File: config.mk
export PLATFORM = sky130hd
export DESIGN_NAME = freq_range_ctrl
export DESIGN_NICKNAME = d
export VERILOG_FILES = /design/src/rtl/freq_range_ctrl.sv
export SDC_FILE = /design/constraint.sdc
export NUM_CORES = 1
export LEC_CHECK = 0
export BUFFER_PORTS_ARGS = -buffer_cell sky130_fd_sc_hd__buf_2
export CAP_MARGIN = 20
export CORE_ASPECT_RATIO = 1.5
export CORE_UTILIZATION = 30
export CTS_CLUSTER_SIZE = 16
export DETAILED_ROUTE_END_ITERATION = 10
export HOLD_SLACK_MARGIN = 0.15
export PLACE_DENSITY = 0.5
export SYNTH_ARGS = -nofsm -noshare
export SYNTH_HDL_FRONTEND = slang
export SYNTH_SLANG_ARGS = --single-unit
File: constraint.sdc
create_clock -name clk -period 5.67 [get_ports clk]
set_input_delay 0.8505 -clock clk [delete_from_list [all_inputs] [get_ports clk]]
set_output_delay 0.8505 -clock clk [all_outputs]
set_load 0.01 [all_outputs]
File: src/rtl/freq_range_ctrl.sv
`timescale 1ns/1ps
// -----------------------------------------------------------------------------
// freq_range_ctrl
//
// Gated frequency counter with automatic range selection. An external
// "frequency chooser" either passes sigIn straight through (range 0) or divides
// it by 10 (range 1). This block drives the chooser through rangeSel. It counts
// rising edges of the chosen signal over a fixed gate window, and it may switch
// range once per measurement before latching a result.
//
// Measurement sequence:
//   IDLE -> SETTLE (discard SETTLE_CYCLES) -> GATE (count GATE_CYCLES)
//        -> EVAL (1 cycle: re-range once, or latch the result) -> IDLE
//
// Ports:
//   clk          system clock, all logic on the rising edge
//   rst_n        asynchronous active-low reset
//   start        request to begin a measurement (acted on only in IDLE)
//   contEn       continuous mode: IDLE immediately starts the next measurement
//   autoEn       1 = automatic range selection, 0 = use manualRange
//   manualRange  range used when autoEn = 0 (0 direct, 1 divide-by-10)
//   sigIn        asynchronous measured signal (output of the chooser)
//   rangeSel     chooser control (1 = divided by 10)
//   freqCount    raw edge count of the last completed measurement
//   freqScaled   freqCount x10 if the result range was 1, else zero-extended
//   resultRange  range in effect for the latched result
//   countValid   one-cycle strobe when the result outputs update
//   overRange    latched result saturated the edge counter
//   busy         high in every state except IDLE
//   stateDbg     current FSM state (IDLE=0, SETTLE=1, GATE=2, EVAL=3)
//
// Handshake: start is sampled on every rising edge. It is honoured only in IDLE
// and ignored elsewhere. There is no ready signal. countValid is a
// single-cycle strobe with no back-pressure. freqCount, freqScaled,
// resultRange and overRange change only in the cycle that countValid is high.
// They then hold until the next strobe.
// -----------------------------------------------------------------------------
module freq_range_ctrl #(
  parameter int unsigned GATE_CYCLES   = 50000000,
  parameter int unsigned SETTLE_CYCLES = 16,
  parameter int unsigned CNT_W         = 24,
  parameter int unsigned HIGH_THRESH   = 1000000,
  parameter int unsigned LOW_THRESH    = 50000
) (
  input  logic             clk,
  input  logic             rst_n,
  input  logic             start,
  input  logic             contEn,
  input  logic             autoEn,
  input  logic             manualRange,
  input  logic             sigIn,
  output logic             rangeSel,
  output logic [CNT_W-1:0] freqCount,
  output logic [CNT_W+3:0] freqScaled,
  output logic             resultRange,
  output logic             countValid,
  output logic             overRange,
  output logic             busy,
  output logic [1:0]       stateDbg
);

  typedef enum logic [1:0] {
    IDLE   = 2'd0,
    SETTLE = 2'd1,
    GATE   = 2'd2,
    EVAL   = 2'd3
  } stateE;

  // One timer serves both SETTLE and GATE. It counts 0 .. N-1 within a state.
  localparam int unsigned MAX_CYC = (GATE_CYCLES > SETTLE_CYCLES) ? GATE_CYCLES : SETTLE_CYCLES;
  localparam int unsigned TMR_W   = (MAX_CYC > 1) ? $clog2(MAX_CYC) : 1;
  localparam logic [TMR_W-1:0] SETTLE_LAST = TMR_W'(SETTLE_CYCLES - 1);
  localparam logic [TMR_W-1:0] GATE_LAST   = TMR_W'(GATE_CYCLES - 1);
  localparam logic [CNT_W-1:0] CNT_MAX     = {CNT_W{1'b1}};

  stateE             state;
  stateE             stateNext;
  logic [TMR_W-1:0]  tmr;
  logic              settleDone;
  logic              gateDone;
  logic              goStart;

  logic              syncA;
  logic              syncB;
  logic              syncPrev;
  logic              risingEdge;

  logic [CNT_W-1:0]  edgeCnt;
  logic              satFlag;
  logic [31:0]       cntWide;
  logic              reRanged;
  logic              upRange;
  logic              downRange;

  logic              enterFromIdle;
  logic              latchResult;

  logic [CNT_W+3:0]  cntX8;
  logic [CNT_W+3:0]  cntX2;
  logic [CNT_W+3:0]  cntX10;

  // ---------------------------------------------------------------------------
  // Input synchroniser and rising-edge detect on the synchronised signal.
  // syncPrev is a third flop that only holds the previous synchronised value.
  // ---------------------------------------------------------------------------
  always_ff @(posedge clk or negedge rst_n) begin
    if (!rst_n) begin
      syncA    <= 1'b0;
      syncB    <= 1'b0;
      syncPrev <= 1'b0;
    end else begin
      syncA    <= sigIn;
      syncB    <= syncA;
      syncPrev <= syncB;
    end
  end

  assign risingEdge = syncB & ~syncPrev;

  // ---------------------------------------------------------------------------
  // Range decisions, evaluated only when the FSM is in EVAL.
  // Only one re-range is allowed per measurement, tracked by reRanged.
  // ---------------------------------------------------------------------------
  assign cntWide   = 32'(edgeCnt);
  assign upRange   = autoEn & ~reRanged & ~rangeSel & ((cntWide > HIGH_THRESH) | satFlag);
  assign downRange = autoEn & ~reRanged &  rangeSel &  (cntWide < LOW_THRESH);

  assign goStart    = start | contEn;
  assign settleDone = (tmr == SETTLE_LAST);
  assign gateDone   = (tmr == GATE_LAST);

  // ---------------------------------------------------------------------------
  // FSM: state register
  // ---------------------------------------------------------------------------
  always_ff @(posedge clk or negedge rst_n) begin
    if (!rst_n) begin
      state <= IDLE;
    end else begin
      state <= stateNext;
    end
  end

  // ---------------------------------------------------------------------------
  // FSM: next-state logic
  // ---------------------------------------------------------------------------
  always_comb begin
    stateNext = state;
    case (state)
      IDLE:    if (goStart)    stateNext = SETTLE;
      SETTLE:  if (settleDone) stateNext = GATE;
      GATE:    if (gateDone)   stateNext = EVAL;
      EVAL:    stateNext = (upRange | downRange) ? SETTLE : IDLE;
      default: stateNext = IDLE;
    endcase
  end

  // ---------------------------------------------------------------------------
  // FSM: outputs and internal strobes
  // ---------------------------------------------------------------------------
  always_comb begin
    busy          = (state != IDLE);
    stateDbg      = state;
    enterFromIdle = (state == IDLE) & goStart;
    latchResult   = (state == EVAL) & ~(upRange | downRange);
  end

  // ---------------------------------------------------------------------------
  // Phase timer. It restarts at zero on every state change, so each SETTLE
  // (including one after a re-range) lasts exactly SETTLE_CYCLES cycles.
  // ---------------------------------------------------------------------------
  always_ff @(posedge clk or negedge rst_n) begin
    if (!rst_n) begin
      tmr <= '0;
    end else if (stateNext != state) begin
      tmr <= '0;
    end else if ((state == SETTLE) || (state == GATE)) begin
      tmr <= tmr + 1'b1;
    end else begin
      tmr <= '0;
    end
  end

  // ---------------------------------------------------------------------------
  // Edge counter. It clears throughout SETTLE and counts only in GATE.
  // An edge that arrives while the counter is full sets satFlag instead of
  // wrapping.
  // ---------------------------------------------------------------------------
  always_ff @(posedge clk or negedge rst_n) begin
    if (!rst_n) begin
      edgeCnt <= '0;
      satFlag <= 1'b0;
    end else if (state == SETTLE) begin
      edgeCnt <= '0;
      satFlag <= 1'b0;
    end else if ((state == GATE) && risingEdge) begin
      if (edgeCnt == CNT_MAX) begin
        satFlag <= 1'b1;
      end else begin
        edgeCnt <= edgeCnt + 1'b1;
      end
    end
  end

  // ---------------------------------------------------------------------------
  // Range selection. A fresh measurement loads manualRange in manual mode.
  // In auto mode it keeps the last range, so a steady input is measured
  // without re-ranging every time.
  // ---------------------------------------------------------------------------
  always_ff @(posedge clk or negedge rst_n) begin
    if (!rst_n) begin
      rangeSel <= 1'b0;
      reRanged <= 1'b0;
    end else if (enterFromIdle) begin
      reRanged <= 1'b0;
      if (!autoEn) begin
        rangeSel <= manualRange;
      end
    end else if (state == EVAL) begin
      if (upRange) begin
        rangeSel <= 1'b1;
        reRanged <= 1'b1;
      end else if (downRange) begin
        rangeSel <= 1'b0;
        reRanged <= 1'b1;
      end
    end
  end

  // ---------------------------------------------------------------------------
  // x10 scaling as (count << 3) + (count << 1).
  // (2^CNT_W - 1) * 10 < 2^(CNT_W+4), so this sum cannot overflow.
  // ---------------------------------------------------------------------------
  assign cntX8  = {1'b0, edgeCnt, 3'b000};
  assign cntX2  = {3'b000, edgeCnt, 1'b0};
  assign cntX10 = cntX8 + cntX2;

  // ---------------------------------------------------------------------------
  // Result registers. They load on the EVAL cycle that does not re-range.
  // countValid is high in the cycle after that EVAL cycle.
  // ---------------------------------------------------------------------------
  always_ff @(posedge clk or negedge rst_n) begin
    if (!rst_n) begin
      freqCount   <= '0;
      freqScaled  <= '0;
      resultRange <= 1'b0;
      overRange   <= 1'b0;
      countValid  <= 1'b0;
    end else begin
      countValid <= latchResult;
      if (latchResult) begin
        freqCount   <= edgeCnt;
        freqScaled  <= rangeSel ? cntX10 : {4'b0000, edgeCnt};
        resultRange <= rangeSel;
        overRange   <= satFlag;
      end
    end
  end

endmodule
**Word level (Yosys, flattened, before mapping)**

Index checks and enable logic that the tools add are counted.

- Add/sub/neg operators: 3
- Order comparisons: 2
- Equal/unequal tests: 9
- Mux-type cells: 23
- Bitwise gates (word level): 15
- Reductions and logical operators: 12

Operators with widths:

| kind | count |
|---|---|
| 24-bit two-way mux | 3 |
| 26-bit two-way mux | 2 |
| 27-bit by 25-bit adder with 28-bit output | 1 |
| 28-bit two-way mux | 1 |
| 26-bit by 1-bit adder with 26-bit output, second input constant | 1 |
| 26-bit == test, second input constant | 1 |
| 26-bit by 4-bit == test with 1-bit output, second input constant | 1 |
| 24-bit by 1-bit adder with 24-bit output, second input constant | 1 |
| 24-bit == test, second input constant | 1 |
| 24-bit by 20-bit > comparator with 1-bit output, second input constant | 1 |
| 24-bit by 16-bit less-than comparator with 1-bit output, second input constant | 1 |
| 1-bit two-way mux | 13 |
| 1-bit AND | 8 |
| 2-bit one-hot mux with 4 select lines | 1 |
| 2-bit nonzero test | 4 |
| 2-bit two-way mux | 3 |
| 2-bit AND reduction | 3 |
| 2-bit == test, second input constant | 2 |
| 2-bit inequality test, second input constant | 2 |
| 1-bit inverter | 4 |
| 1-bit OR | 3 |
| 3-bit AND reduction | 1 |
| 3-bit nonzero test | 1 |
| 2-bit by 1-bit == test with 1-bit output, second input constant | 1 |
| 4 further kinds | 4 |

- Register bits after elaboration: 113
- Bits of input ports: 7
- Output and inout bits: 59
- Logic and storage cells: 78

**Logic depth before layout (Yosys ltp)**

- Depth in word-level cells: 9
- Mapped depth: 10
- Depth with buffers taken out: 10

**Least setup slack after synthesis**

No wires, ideal clock.

- Path kind: reg-to-reg
- Start: register edgeCnt[22]
- End: register tmr[11]
- Setup time: 0.080 ns
- Arrival time: 2.309 ns
- Data required time: 5.590 ns
- Setup slack: 3.280 ns
- Stages on the path, launching flop included: 10
- Buffers on the path: 2
- Period minus slack after synthesis: 2.390 ns
- Path through: dfrtp_1 clkbuf_1 nor4_2 nand2_1 nor4b_2 o41ai_4 a21oi_1 mux2_4 buf_6 nor3_2

- Cells in the longest elaborated chain, start to end: 8
- Elaborated cells on any way between the ends: 10
- Classes of those cells: 2 x order compare; 1 x eq/ne; 3 x mux; 4 x bitwise

RTL lines:

| what | line | text |
|---|---|---|
| start: declaration | 88 | `logic [CNT_W-1:0] edgeCnt;` |
| start signal: assignment | 199 | `edgeCnt <= edgeCnt + 1'b1;` |
| 24-bit by 20-bit > comparator with 1-bit output | 125 | `assign upRange = autoEn & ~reRanged & ~rangeSel & ((cntWide > HIGH_THRESH) \| satFlag);` |
| 1-bit OR | 125 |  |
| 1-bit AND | 125 |  |
| 1-bit OR (*) | 152 | `EVAL: stateNext = (upRange \| downRange) ? SETTLE : IDLE;` |
| 1-bit two-way mux (*) | 152 |  |
| 2-bit one-hot mux with 4 select lines (*) | 148 | `case (state)` |
| 2-bit inequality test (*) | 174 | `end else if (stateNext != state) begin` |
| 26-bit two-way mux (*) | 174 |  |
| end signal: assignment | 177 | `tmr <= tmr + 1'b1;` |
| end: declaration | 78 | `logic [TMR_W-1:0] tmr;` |

Mark *: on every way between the ends. The rest lies on a longest branch, timed or not.
A chain may end at the register's enable or synchronous reset.

**Worst setup path after layout**

- Start: register edgeCnt[1]
- End: register freqCount[16]

- Cells in the longest elaborated chain, start to end: 6
- Elaborated cells on any way between the ends: 8
- Classes of those cells: 2 x order compare; 6 x bitwise

RTL lines:

| what | line | text |
|---|---|---|
| 24-bit by 20-bit > comparator with 1-bit output | 125 |  |
| 1-bit OR | 125 |  |
| 1-bit AND | 125 |  |
| 1-bit OR (*) | 164 | `latchResult = (state == EVAL) & ~(upRange \| downRange);` |
| 1-bit inverter (*) | 164 |  |
| 1-bit AND (*) | 164 |  |
| end signal: assignment | 251 | `freqCount <= edgeCnt;` |
| end: declaration | 53 | `output logic [CNT_W-1:0] freqCount,` |

Marked as above.

==> flow_metrics.env <==
export IMPL_status="finished, final reports clean"
export IMPL_grt_pass1_vias=5071
export IMPL_clk_pin_slew_ns=0.06
export IMPL_initialDrtViolationCount=176
export IMPL_cpPeakStageDelay_ns=0.65
export IMPL_max_vdd_ir_drop_mv=0.202
export IMPL_cts_hold_buf=0
export IMPL_setup_tns_final_ns=0
export IMPL_crit_slowest_cell="nor2_4"
export IMPL_die_height_um=185
export IMPL_async_flop_share=1.00
export IMPL_wl_mm=16.7
export IMPL_tightest_slew_ns=0.839
export IMPL_num_vias=5124
export IMPL_diodes=0
export IMPL_gp_congestion=0.853
export IMPL_synth_avg_cell_area_um2=9.73
export IMPL_tritoncts="yes"
export IMPL_synth_top_family_by_area="simple AND/OR/NAND/NOR gates"
export IMPL_die_area_um2=22900
export IMPL_path_buf_inv=2
export IMPL_drtAntennaViolNets=0
export IMPL_cp_required_ns=5.96
export IMPL_placeableCoreArea_um2=21700
export IMPL_fin_hold_ws_ns=0.347
export IMPL_yosysUniqueCellTypes=66
export IMPL_post_cts_setup_buffers=0
export IMPL_cp_max_fo=49
export IMPL_grt_overflow_total=0
export IMPL_grt_pass1_wl_mm=27.1
export IMPL_hold_viol=0
export IMPL_slew_headroom=0.440
export IMPL_htreeDepth=4
export IMPL_syn_nets=724
export IMPL_synth_xor_xnor_area_share=0.0801
export IMPL_drtPass1Iterations=6
export IMPL_min_path_type="register to register"
export IMPL_setup_violations_final=0
export IMPL_ios=66
export IMPL_path_cells="inv_1, ha_1, nor3b_1, a21oi_1, nor4b_2, o41ai_4, nor2_4, buf_12, mux2_2"
export IMPL_grt_usage=0.156
export IMPL_dp_cells=990
export IMPL_ys_flop_type="dfrtp_1"
export IMPL_drc=0
export IMPL_synth_area_um2=6670
export IMPL_insertion_delay_ns=0.42
export IMPL_finalNonFillerCells=1021
export IMPL_synth_adder_area_share=0.0593
export IMPL_finalMaxSlewViolations=0
export IMPL_synth_compound_area_share=0.131
export IMPL_clock_fmax_mhz=320
export IMPL_cpLargestDelayFamily="simple AND/OR/NAND/NOR gates"
export IMPL_port_buffers=65
export IMPL_grt_max_degree=66
export IMPL_rsz0062_at_grt="no"
export IMPL_clockBufferDepth=2
export IMPL_die_width_um=124
export IMPL_ys_ff_latch=113
export IMPL_hpwl_mm=11.8
export IMPL_vias_per_cell=5.02
export IMPL_routedWlPerCell_um=16.3
export IMPL_cp_end_kind="register"
export IMPL_areaGrowthSynthToFinish_pct=17.7
export IMPL_antenna_found_initial=0
export IMPL_finalCritPeriodShare=0.551
export IMPL_worstSetupPathType="register to register"
export IMPL_finish_utilization=0.361
export IMPL_cellLeakagePower_nw=3.54
export IMPL_cellPowerDensity_nw_per_um2=308
export IMPL_drv_cap=0
export IMPL_synthCells=686
export IMPL_cp_data_arrival_time_ns=3.42
export IMPL_fin_worst_skew_ns=0.00967
export IMPL_period_minus_slack_ns=3.12
export IMPL_rows=66
export IMPL_numCtsBuffers=17
export IMPL_synth_edf_count=0
export IMPL_cts_root_buffer="clkbuf_16"
export IMPL_initial_core_util=0.307
export IMPL_cts_sinks=113
export IMPL_ys_seq_area_frac=0.424
export IMPL_nets=775
export IMPL_drive_gt1_frac=0.202
export IMPL_cts_resized_gates=0
export IMPL_startpoint_type="register"
export IMPL_yosys_area_share_simple=0.203
export IMPL_ys_warn_count=0
export IMPL_synthMuxAreaShare=0.0641
## layer usage
layer  track usage  part of all wire
met5             0                 0
met4        0.0689             0.027
met3        0.0356             0.036
met2         0.261              0.50
met1         0.188              0.43
## area by class of cell
class,count,area (µm²)
clock buffer,18,439
clock inverter,13,186
fill,2208,13900
inverter,22,82.6
multi-input combinational,513,3600
sequential,113,2830
tap,272,340
timing repair buffer,70,378
## flip-flops by register name (all words and copies together) (netlist names)
| register | flops |
|---|---|
| reRanged | 1 |
| tmr | 26 |
| resultRange | 1 |
| overRange | 1 |
| syncA | 1 |
| syncPrev | 1 |
| countValid | 1 |
| rangeSel | 1 |
| stateDbg | 2 |
| freqCount | 24 |
| syncB | 1 |
| freqScaled | 28 |
| satFlag | 1 |
| edgeCnt | 24 |
## final timing paths
| path | to | cells past startpoint | slack [ns] | from |
|---|---|---|---|---|
| max | freqCount[16]$_DFFE_PN0P_ | 9 | 2.55 | edgeCnt[1]$_DFFE_PN0P_ |
| min | syncB$_DFF_PN0_ | 0 | 0.35 | syncA$_DFF_PN0_ |
| max reg2reg | freqCount[16]$_DFFE_PN0P_ | 9 | 2.55 | edgeCnt[1]$_DFFE_PN0P_ |
| min reg2reg | syncB$_DFF_PN0_ | 0 | 0.35 | syncA$_DFF_PN0_ |
| max in group asynchronous | freqCount[16]$_DFFE_PN0P_ | 2 | 3.95 | rst_n |
| min in group asynchronous | tmr[12]$_DFF_PN0_ | 1 | 0.54 | rst_n |
## power breakdown
group	internal [mW]	total, mW	switching [mW]
registers	0.832	0.853	0.0213
clock network	0.744	1.13	0.386
logic	0.120	0.437	0.317
## cells in the final DEF, fill, tap and decap left out, types with 3 or more instances in the layout
| cell | n |
|---|---|
| nand4_1 | 16 |
| bufinv_16 | 4 |
| o21a_1 | 9 |
| mux2i_1 | 12 |
| a31oi_1 | 9 |
| and4_1 | 4 |
| clkbuf_16 | 17 |
| nand2b_1 | 3 |
| nor2b_1 | 5 |
| mux2_2 | 17 |
| nand3_1 | 28 |
| nor4_1 | 9 |
| nor3b_1 | 6 |
| xor2_1 | 33 |
| buf_4 | 5 |
| o211a_1 | 3 |
| nor3_1 | 12 |
| a211oi_1 | 6 |
| dfrtp_1 | 113 |
| nor3_2 | 20 |
| and2_1 | 3 |
| inv_1 | 21 |
| o22ai_1 | 3 |
| o2111ai_1 | 3 |
| clkinvlp_4 | 4 |
| xnor2_1 | 28 |
| a31o_2 | 3 |
| o221ai_1 | 4 |
| o21ai_0 | 20 |
| ha_1 | 30 |
| nand2_1 | 39 |
| and3_1 | 11 |
| nor2_1 | 84 |
| mux2_1 | 9 |
| buf_2 | 64 |
| o211ai_1 | 3 |
| o21bai_1 | 3 |
| a21oi_1 | 44 |
## cells in the mapped netlist (all sizes together), types with 4 or more instances
master	instances	area (µm²)
inv	21	78.8
and3	11	68.8
buf	16	91.3
xnor2	28	245
a31o	4	35.0
nor2b	5	31.3
mux2	27	308
o221ai	4	35.0
nand4	16	100
nor3	32	260
nor4	10	68.8
clkbuf	22	82.6
xor2	33	289
nand3	28	140
o21ai	22	110
o21a	9	67.6
ha	30	375
nor3b	6	45.0
mux2i	12	120
dfrtp	113	2830
nor2	85	327
a21oi	45	229
nand2	39	146
and4	4	35.0
a31oi	10	68.8
a211oi	6	45.0
## metrics by stage
stage	power, mW	setup slack (ns)	instance area (µm²)
after floorplan	1.20	3.28	6670
after global placement	1.32	2.53	7220
after detailed placement	1.31	2.50	7220
after CTS	2.47	2.47	7850
after global routing	2.54	2.17	7850
final	2.42	2.55	7850
## cells by family (layout without fill, tap and decap cells)
kind of cell               Yosys count  count (layout)
buffers and inverters               60             123
xor gates and xnor gates            61              61
and+or+nand+nor                    251             251
adders and majority gates           31              31
DFF                                113             113
muxes                               39              39
AOI/OAI and AO/OA                  131             131
(Power assumes the default switching activity.)
